<file path="config.mk">
export PLATFORM = sky130hd
export DESIGN_NAME = finder_center_locator
export DESIGN_NICKNAME = d
export VERILOG_FILES = /design/src/rtl/finder_center_locator.sv
export SDC_FILE = /design/constraint.sdc
export NUM_CORES = 1
export LEC_CHECK = 0
export ABC_AREA = 1
export CORE_AREA = 2 2 420 422
export DETAILED_ROUTE_END_ITERATION = 12
export DIE_AREA = 0 0 422 424
export GPL_TIMING_DRIVEN = 0
export RECOVER_POWER = 25
export SETUP_SLACK_MARGIN = 0.4
export SYNTH_ARGS = -nofsm -noshare
export SYNTH_HDL_FRONTEND = slang
export SYNTH_SLANG_ARGS = --single-unit
</file>
<file path="constraint.sdc">
create_clock -name clk_in -period 12.35 [get_ports clk_in]
set_input_delay 2.47 -clock clk_in [delete_from_list [all_inputs] [get_ports clk_in]]
set_output_delay 2.47 -clock clk_in [all_outputs]
set_load 0.01 [all_outputs]
</file>
<file path="src/rtl/finder_center_locator.sv">
// Finder-pattern center locator: scans a grid of zones and reports the centers of zones whose black ratio meets a threshold.
// Latency: 1 cycle per non-candidate pixel, 1+READ_LATENCY per candidate pixel, 1 per zone evaluation, then a 1-cycle DONE.
// Backpressure: none; start_in is ignored while busy_out, and the frame buffer must answer READ_LATENCY cycles after the address.
//
// Ports: clk_in/rst_n_in (async active-low), start_in, horz_patterns/vert_patterns (candidate column/row flags),
//   bound_x/bound_y (ascending zone split points), pixel_reading/address_reading (frame-buffer read, 1 = white),
//   centers_x/centers_y/centers_count (results), busy_out, centers_valid, centers_not_found_error (one-cycle pulses).
// Optional macro FINDER_MIDPOINT_EN: center is the midpoint of the candidate bounding box instead of the first candidate.
module finder_center_locator #(
  parameter int WIDTH        = 480,
  parameter int HEIGHT       = 480,
  parameter int ZONES_X      = 3,
  parameter int ZONES_Y      = 3,
  parameter int NUM_CENTERS  = 3,
  parameter int READ_LATENCY = 2,
  parameter int BLACK_Q      = 3,
  localparam int CW  = $clog2((WIDTH > HEIGHT) ? WIDTH : HEIGHT),
  localparam int AW  = $clog2(WIDTH * HEIGHT),
  localparam int NW  = $clog2(WIDTH * HEIGHT + 1),
  localparam int BXN = (ZONES_X > 1) ? ZONES_X - 1 : 1,
  localparam int BYN = (ZONES_Y > 1) ? ZONES_Y - 1 : 1,
  localparam int KW  = $clog2(NUM_CENTERS + 1)
) (
  input  logic                      clk_in,
  input  logic                      rst_n_in,
  input  logic                      start_in,
  input  logic [WIDTH-1:0]          horz_patterns,
  input  logic [HEIGHT-1:0]         vert_patterns,
  input  logic [CW*BXN-1:0]         bound_x,
  input  logic [CW*BYN-1:0]         bound_y,
  input  logic                      pixel_reading,
  output logic [AW-1:0]             address_reading,
  output logic [CW*NUM_CENTERS-1:0] centers_x,
  output logic [CW*NUM_CENTERS-1:0] centers_y,
  output logic [KW-1:0]             centers_count,
  output logic                      busy_out,
  output logic                      centers_valid,
  output logic                      centers_not_found_error
);

  localparam int ZMAX = (ZONES_X > ZONES_Y) ? ZONES_X : ZONES_Y;
  localparam int BMW  = CW * ((ZMAX > 1) ? ZMAX - 1 : 1);
  localparam int ZXW  = (ZONES_X > 1) ? $clog2(ZONES_X) : 1;
  localparam int ZYW  = (ZONES_Y > 1) ? $clog2(ZONES_Y) : 1;
  localparam int WCW  = $clog2(READ_LATENCY + 1);

  typedef enum logic [2:0] {S_IDLE, S_SCAN, S_WAIT, S_EVAL, S_DONE} state_t;
  state_t state, state_nxt;

  // Both bound buses padded to one width so a single pair of helpers serves both axes.
  function automatic logic [CW:0] zone_lo(input logic [BMW-1:0] b, input int z);
    zone_lo = '0;
    for (int i = 0; i < ZMAX - 1; i++)
      if (z == i + 1) zone_lo = {1'b0, b[i*CW +: CW]};
  endfunction

  function automatic logic [CW:0] zone_hi(input logic [BMW-1:0] b, input int z, input int nz, input int full);
    zone_hi = (CW+1)'(full);
    for (int i = 0; i < ZMAX - 1; i++)
      if (z == i && i < nz - 1) zone_hi = {1'b0, b[i*CW +: CW]};
  endfunction

  logic [BMW-1:0]  bx_pad, by_pad;
  logic [ZXW-1:0]  zx, nzx;
  logic [ZYW-1:0]  zy, nzy;
  logic [CW:0]     x, y, x_p1, y_p1, lo_x, hi_x, lo_y, hi_y;
  logic [WCW-1:0]  wait_cnt;
  logic [NW-1:0]   black, white;
  logic [NW+2:0]   tot_w;
  logic [CW-1:0]   cen_x, cen_y;
  logic            zone_empty, cand, row_end, zone_end, last_x, last_zone, accept, full_after;
  logic            begin_scan, to_wait, adv, sample, store, load_zone, fire_valid, fire_err;
  int              addr_full;

`ifdef FINDER_MIDPOINT_EN
  logic [CW-1:0]   min_x, min_y, max_x, max_y;
  logic [CW:0]     sum_x, sum_y;
`else
  logic [CW-1:0]   first_x, first_y;
`endif

  assign bx_pad   = BMW'(bound_x);
  assign by_pad   = BMW'(bound_y);
  assign busy_out = (state == S_SCAN) || (state == S_WAIT) || (state == S_EVAL);

  always_comb begin
    lo_x       = zone_lo(bx_pad, int'(zx));
    hi_x       = zone_hi(bx_pad, int'(zx), ZONES_X, WIDTH);
    lo_y       = zone_lo(by_pad, int'(zy));
    hi_y       = zone_hi(by_pad, int'(zy), ZONES_Y, HEIGHT);
    zone_empty = (lo_x >= hi_x) || (lo_y >= hi_y);
    last_x     = (int'(zx) == ZONES_X - 1);
    last_zone  = last_x && (int'(zy) == ZONES_Y - 1);
    nzx        = last_x ? '0 : zx + ZXW'(1);
    nzy        = last_x ? zy + ZYW'(1) : zy;
    cand       = |(horz_patterns & (WIDTH'(1) << x)) && |(vert_patterns & (HEIGHT'(1) << y));
    x_p1       = x + (CW+1)'(1);
    y_p1       = y + (CW+1)'(1);
    row_end    = (x_p1 >= hi_x);
    zone_end   = row_end && (y_p1 >= hi_y);
    addr_full  = 32'(x) + 32'(y) * WIDTH;
    // Threshold compare widened so neither side can truncate.
    tot_w      = (NW+3)'(black) + (NW+3)'(white);
    accept     = (tot_w != '0) && (((NW+3)'(black) << 2) >= tot_w * (NW+3)'(BLACK_Q));
    full_after = accept && (int'(centers_count) == NUM_CENTERS - 1);
`ifdef FINDER_MIDPOINT_EN
    sum_x      = (CW+1)'(min_x) + (CW+1)'(max_x);
    sum_y      = (CW+1)'(min_y) + (CW+1)'(max_y);
    cen_x      = CW'(sum_x >> 1);
    cen_y      = CW'(sum_y >> 1);
`else
    cen_x      = first_x;
    cen_y      = first_y;
`endif
  end

  always_ff @(posedge clk_in or negedge rst_n_in) begin
    if (!rst_n_in) state <= S_IDLE;
    else           state <= state_nxt;
  end

  always_comb begin
    state_nxt  = state;
    begin_scan = 1'b0;
    to_wait    = 1'b0;
    adv        = 1'b0;
    sample     = 1'b0;
    store      = 1'b0;
    load_zone  = 1'b0;
    fire_valid = 1'b0;
    fire_err   = 1'b0;
    case (state)
      S_IDLE: if (start_in) begin
        begin_scan = 1'b1;
        state_nxt  = S_SCAN;
      end
      S_SCAN: begin
        if (zone_empty)    state_nxt = S_EVAL;
        else if (cand)     begin to_wait = 1'b1; state_nxt = S_WAIT; end
        else if (zone_end) state_nxt = S_EVAL;
        else               adv = 1'b1;
      end
      S_WAIT: if (int'(wait_cnt) == READ_LATENCY - 1) begin
        sample = 1'b1;
        if (zone_end) state_nxt = S_EVAL;
        else begin adv = 1'b1; state_nxt = S_SCAN; end
      end
      S_EVAL: begin
        store = accept;
        if (full_after)     begin fire_valid = 1'b1; state_nxt = S_DONE; end
        else if (last_zone) begin fire_err = 1'b1; state_nxt = S_DONE; end
        else                begin load_zone = 1'b1; state_nxt = S_SCAN; end
      end
      S_DONE:  state_nxt = S_IDLE;
      default: state_nxt = S_IDLE;
    endcase
  end

  always_ff @(posedge clk_in or negedge rst_n_in) begin
    if (!rst_n_in) begin
      zx <= '0; zy <= '0; x <= '0; y <= '0; wait_cnt <= '0;
      black <= '0; white <= '0;
      address_reading <= '0;
      centers_x <= '0; centers_y <= '0; centers_count <= '0;
      centers_valid <= 1'b0; centers_not_found_error <= 1'b0;
`ifdef FINDER_MIDPOINT_EN
      min_x <= '0; min_y <= '0; max_x <= '0; max_y <= '0;
`else
      first_x <= '0; first_y <= '0;
`endif
    end else begin
      centers_valid           <= fire_valid;
      centers_not_found_error <= fire_err;
      if (begin_scan || load_zone) begin
        black <= '0;
        white <= '0;
      end
      if (begin_scan) begin
        zx <= '0; zy <= '0; x <= '0; y <= '0;
        centers_x <= '0; centers_y <= '0; centers_count <= '0;
      end
      if (to_wait) begin
        address_reading <= AW'(addr_full);
        wait_cnt        <= '0;
      end else if (state == S_WAIT) begin
        wait_cnt <= wait_cnt + WCW'(1);
      end
      if (adv) begin
        if (row_end) begin x <= lo_x; y <= y_p1; end
        else         x <= x_p1;
      end
      if (sample) begin
        if (pixel_reading) white <= white + NW'(1);
        else               black <= black + NW'(1);
        // Counts are still zero on the first candidate of a zone.
`ifdef FINDER_MIDPOINT_EN
        if (tot_w == '0) begin
          min_x <= x[CW-1:0]; max_x <= x[CW-1:0];
          min_y <= y[CW-1:0]; max_y <= y[CW-1:0];
        end else begin
          if (x[CW-1:0] < min_x) min_x <= x[CW-1:0];
          if (x[CW-1:0] > max_x) max_x <= x[CW-1:0];
          if (y[CW-1:0] < min_y) min_y <= y[CW-1:0];
          if (y[CW-1:0] > max_y) max_y <= y[CW-1:0];
        end
`else
        if (tot_w == '0) begin
          first_x <= x[CW-1:0];
          first_y <= y[CW-1:0];
        end
`endif
      end
      if (store) begin
        for (int i = 0; i < NUM_CENTERS; i++) begin
          if (int'(centers_count) == i) begin
            centers_x[i*CW +: CW] <= cen_x;
            centers_y[i*CW +: CW] <= cen_y;
          end
        end
        centers_count <= centers_count + KW'(1);
      end
      if (load_zone) begin
        zx <= nzx;
        zy <= nzy;
        x  <= zone_lo(bx_pad, int'(nzx));
        y  <= zone_lo(by_pad, int'(nzy));
      end
    end
  end

endmodule

</file>
Word level (Yosys, flattened, before mapping)
Index checks and enable logic that the tools add are counted.
Word-level totals
  register bits after elaboration: 159
  output and inout bits: 77
  bits of input ports: 1000
  logic and storage cells: 151
Operators by class
  shifts and indexed selects: 2
  add/sub/neg operators: 10
  $lt $le $gt $ge: 5
  mux-type cells: 74
  multipliers: 2
  bitwise logic cells: 2
  reduce and logical (&&, ||, !) cells: 23
  eq/ne operators: 17
Operators with widths (number)
  $and 480x480->480: 2
  $reduce_or 480->1: 2
  $shl 1x10->480 const A: 2
  $mux 9: 16
  $mux 18: 6
  $mux 27: 4
  $mux 10: 10
  $add 18x1->18 const B: 2
  $eq 2x2->1 const B: 11
  $ge 20x21->1: 1
  $logic_not 21->1: 1
  $mul 19x2->21 const B: 1
  $mux 3: 7
  $reduce_bool 21->1: 1
  $add 10x1->10 const B: 2
  $ge 10x10->1: 2
  $mux 1: 20
  $add 18x18->19: 1
  $add 10x18->18: 1
  $mux 2: 9
  $mul 10x4->13 const B: 1
  $pmux 3 s4: 1
  $ge 10x9->1: 1
  $ge 9x9->1: 1
  other kinds (14): 30

Depth between registers and ports, before layout
  word-level depth: 11
  gate-level depth with buffers: 39
  depth with buffers taken out: 39

Least setup slack after synthesis
No wires, ideal clock.
  path kind: flip-flop to flip-flop
  start point: reg black[0]
  end point: reg centers_x[0]
  path buffers: 1
  library setup time: 130 ps
  stages on the path, launching flop included: 37
  path slack: 7409 ps
  clock period less this slack: 4941 ps
  data required time: 12220 ps
  arrival: 4811 ps
  path through: dfrtp_1 -> ha_1 -> inv_1 -> fa_1 -> inv_1 -> ha_1 -> fa_1 -> nand2_1 -> nand2_1 -> a21oi_1 -> o21ai_0 -> nand3_1 -> nand2_1 -> nand2_1 -> nand3b_1 -> nand3_1 -> nand3_1 -> nand2_1 -> nand2_1 -> xnor2_1 -> ha_1 -> nand4_1 -> nor3_1 -> nand4_1 -> nand2_1 -> nor2_1 -> nand2_1 -> nand2_1 -> nand2_1 -> nand2_1 -> nand2_1 -> nand2_1 -> nor2_1 -> nand3_2 -> nor2_4 -> clkbuf_1 -> o21ai_0
On the way
  word-level cells in the longest chain between the ends: 6
  elaborated cells on any way between the ends: 7
  classes of those cells: add/sub: 1; mul: 1; order compare: 1; mux: 2; reduce/logical: 2
RTL lines
  start: declaration: RTL line 68  | logic [NW-1:0] black, white;
  start signal: assignment: RTL line 194  | else black <= black + NW'(1);
  $add 18x18->19: RTL line 103  | tot_w = (NW+3)'(black) + (NW+3)'(white);
  $mul 19x2->21: RTL line 104  | accept = (tot_w != '0) && (((NW+3)'(black) << 2) >= tot_w * (NW+3)'(BLACK_Q));
  $ge 20x21->1: RTL line 104
  $logic_and 1x1->1 *: RTL line 104
  $mux 1 *: RTL line 132  | case (state)
  $mux 27 *: RTL line 213  | if (store) begin
  end signal: indexed assignment: RTL line 216  | centers_x[i*CW +: CW] <= cen_x;
  end: declaration: RTL line 33  | output logic [CW*NUM_CENTERS-1:0] centers_x,
Mark *: on every way between the ends. The rest lies on a longest branch, timed or not.
A chain may end at the register's enable or synchronous reset.

==> summary.log <==
qor: worst_setup_path.timing.critical_path.cells clkbuf_1
qor: worst_setup_path.cp_slowest_cell clkbuf_1
qor: cells_and_area.fillCellCount 20100
qor: synth.post_synth_instance_area 24940 µm²
qor: worst_hold_path.worstHoldPathCells 2
qor: timing.total_negative_setup_slack 0 ns
qor: route.route.detailed.drc 0
qor: worst_hold_path.min_path_type reg2reg
qor: pwr.power.sequential.fraction 13.2%
qor: worst_setup_path.worst_path_dominant_cell_family buffers and inverters
qor: global_routing.grt_first_pass_wirelength 332500 µm
qor: pwr.switchingPower 3.626 mW
qor: clocking.clock-root-buffer clkbuf_16
qor: clocking.cts_tree done
qor: clocking.numCtsBuffers 17
qor: timing.tightestPinTransition 4.928 ns
qor: floorplanning.design.die.area 178900 µm²
qor: clocking.cts.htree.levels 4
qor: floorplanning.start_util 14.25%
qor: timing.timing.max_slew.rel_slack -228.5%
qor: clocking.tritoncts_num_sinks 159
qor: timing.final-setup-viol-count 0
qor: worst_setup_path.critical_path_peak_fanout 85
qor: worst_setup_path.critPathCaptureType async pin
qor: job.number_of_max_capacitance_violations_reported 7
qor: worst_setup_path.buf_inv_on_cp 1
qor: clocking.cts_resized 0
qor: placed_design.dp_hpwl 218900 µm
qor: timing.final.hold.worst_slack 0.4862 ns
qor: timing.period_share 53.38%
qor: synth.ys.warnings.count 0
qor: clocking.clk-insertion-delay-late 0.45 ns
qor: worst_setup_path.timing.critical_path.from_type primary input
qor: clocking.cts_hold_repair_buffers 0
qor: global_routing.largest_net_degree_at_the_start_of_global_routing 86
qor: placed_design.globalplace.congestion 1.066
qor: placed_design.placement.io_buffers 1076
qor: synth.syn_avg_cell_area 5.759 µm²
qor: global_routing.global_route_total_overflow 0
qor: floorplanning.std_cell_rows 154
qor: cells_and_area.layout_stage_area_growth_over_the_synthesis_result 57.91%
qor: route.drt_pass1_iterations 7
qor: worst_setup_path.timing.critical_path.slowest_cell_delay 3.37 ns
qor: route.detail_route.vias_per_cell 5.004
qor: synth.synth_cell_type_count 55
qor: floorplanning.die_w 422 µm
qor: route.post_drt_wl_per_cell 32.90 µm
qor: worst_setup_path.setup.worst_path.start rst_n_in
qor: global_routing.antenna_found_initial 82
qor: timing.post-route-min-period 6.593 ns
qor: cells_and_area.final_layout_size_suffix_gt1_share 4.522%
qor: route.via_count 39130
qor: global_routing.grt_util_all_layers 27.16%
qor: floorplanning.design.core.area 175000 µm²
qor: outcome.violations capacitance limit, slew limit
qor: worst_setup_path.regToRegStartpoint black[0]
qor: pwr.p_sw_share 64.64%
qor: worst_setup_path.critPathRequiredTime 11.72 ns
qor: route.drt_iter0_markers 4807
qor: timing.final_setup_skew 0.01465 ns
qor: global_routing.grt_pass1_vias 37730
qor: pwr.combPwrFrac 77.1%
qor: worst_setup_path.regToRegSetupSlack 6.09 ns
qor: pwr.ir_drop 0.1734 mV
qor: route.detail-route-antenna-nets 0
qor: floorplanning.chipHeight 424 µm
qor: pwr.cellInternalPower 1.984 mW
qor: timing.finalMaxSlewViolations 151
qor: worst_setup_path.worstPathArrival 5.97 ns
qor: pwr.pwr_density 142.5 nW/µm²
qor: clocking.clkSlewWorstSetupHoldPaths 0.06 ns
qor: synth.syn-num-nets 5494
qor: clocking.clk_path_buf_depth 2
qor: timing.setup_repair_after_global_routing_missed_its_margin no
qor: floorplanning.pin_count 1077
qor: worst_setup_path.critical_path_depth 1
qor: synth.ys_ff_latch 159
qor: worst_setup_path.path_class in2async
qor: pwr.total_power 5.610 mW
qor: cells_and_area.final_net_count 6592
qor: timing.final_hold_viol_count 0
qor: worst_setup_path.worstRegToRegCells 37
qor: synth.postSynthCellCount 4330
qor: worst_hold_path.hold_path_startpoint address_reading[6]
qor: pwr.part_of_the_total_power_dissipated_in_the_clock_network 9.7%
qor: cells_and_area.finish.utilization 22.51%
qor: route.routed_wirelength 257300 µm
qor: pwr.power_leakage 17.72 nW
qor: synth.seq_area_frac_synth 15.96%
qor: clocking.cts_post_setup_buffers_inserted 0
qor: outcome.status finished, violations left
qor: timing.max_freq 151.7 MHz
## Yosys cell counts (all sizes together)
cell	instances	area [µm²]
a21oi	83	419.2
fa	20	400.4
a211oi	1	7.510
ha	144	1802
nand4	645	4035
nor3b	1	7.510
o21ai	221	1106
nor3	72	451.7
nor2b	3	18.77
xnor2	27	236.5
a21o	5	37.54
o2111ai	1	8.760
o21a	2	15.01
inv	458	1724
a22oi	2	15.01
and3	2	12.51
nand2	1081	4078
clkinv	3	12.51
or2	1	6.260
clkbuf	89	335.3
nor2	669	2668
o21bai	3	22.52
dfrtp	159	3979
o211ai	5	37.54
o22ai	32	200.2
mux2i	2	20.02
o31ai	3	27.52
nand3	351	1804
xor2	54	473.0
nor4	9	56.30
buf	164	793.3
and2	7	43.79
nand3b	5	37.54
a21boi	1	7.510
o221ai	2	17.52
a221oi	1	8.760
a31oi	2	12.51
## state kept, by name, indices dropped and copies added (netlist names)
name	cells
cen_x	9
centers_not_found_error	1
cen_y	9
centers_y	27
centers_x	27
wait_cnt	2
address_reading	18
zx	2
x	10
centers_valid	1
centers_count	2
white	18
zy	2
state	3
black	18
y	10
## tightest hold or removal path: stages, from the launching register on
cell	delay, ns
dfrtp_1	0.34
nand2_1	0.06
nand2_1	0.06
## power groups by stage
stage / registers, mW / logic (mW) / clock network, mW
6_report: 0.742 / 4.33 / 0.542
4_1_cts: 0.746 / 4.15 / 0.554
5_1_grt: 0.757 / 4.43 / 0.569
3_3_place_gp: 0.753 / 4.12 / 0
3_5_place_dp: 0.754 / 4.12 / 0
2_1_floorplan: 0.718 / 1.96 / 0
## layout by cell type, fill, tap and decap left out, types with 13 or more instances in the layout
cell / netlist / final
xnor2_1: 27 / 27
dfrtp_1: 159 / 159
o21ai_1: 26 / 26
buf_4: 14 / 14
buf_2: 88 / 88
fa_1: 20 / 20
inv_1: 443 / 443
buf_1: 60 / 60
xor2_1: 54 / 54
ha_1: 144 / 144
nor3_2: 16 / 17
a21oi_1: 82 / 82
diode_2: 0 / 40
o21ai_0: 195 / 195
inv_2: 13 / 13
clkdlybuf4s50_1: 0 / 1075
o22ai_1: 32 / 32
nor3_1: 55 / 54
nor2_2: 47 / 47
nor2_1: 618 / 618
nand4_1: 645 / 645
clkbuf_1: 88 / 87
nand3_1: 343 / 343
nand2_1: 1073 / 1073
clkbuf_16: 0 / 17
## routing by layer
layer / part of all wire (%) / track usage (%)
met3: 8.4 / 5.910
met5: 0.074 / 0.02688
met4: 7.6 / 18.08
met2: 46 / 44.35
met1: 38 / 31.93
## cells by family after synthesis
| family | count (synthesis) | synth area share, % |
|---|---|---|
| buffers and inverters | 714 | 11.49 |
| DFF | 159 | 15.96 |
| AOI/OAI and AO/OA | 364 | 7.792 |
| adders and majority gates | 164 | 8.830 |
| muxes | 2 | 0.08028 |
| and+or+nand+nor | 2846 | 53.01 |
| xor gates and xnor gates | 81 | 2.845 |
## final cells by class
| cell class | instances | area [µm²] | share of cell area, % |
|---|---|---|---|
| tap | 2340 | 2928 | 7.435 |
| antenna | 40 | 100.1 | 0.2542 |
| inverter | 461 | 1737 | 4.410 |
| clock inverter | 13 | 151.4 | 0.3844 |
| sequential | 159 | 3979 | 10.10 |
| timing repair buffer | 1079 | 10810 | 27.45 |
| multi-input combinational | 3457 | 18100 | 45.97 |
| buffer | 253 | 1131 | 2.872 |
| clock buffer | 18 | 439.2 | 1.115 |
## through the flow
stage / setup slack, ns / instances / area, µm²
floorplan: 7.409 / 4330 / 24940
global placement: 2.011 / 7746 / 38640
detailed placement: 6.032 / 7748 / 38690
CTS: 5.995 / 7779 / 39280
global route: 4.799 / 7807 / 39350
finish: 5.757 / 7820 / 39380
## final timing paths
kind                                      end
min in group asynchronous        centers_x[7]
max in group clk_in                 black[14]
min                        address_reading[6]
max reg2reg                         black[14]
max                        address_reading[6]
min reg2reg                address_reading[6]
Note: power is estimated with default switching activity, not from simulation.
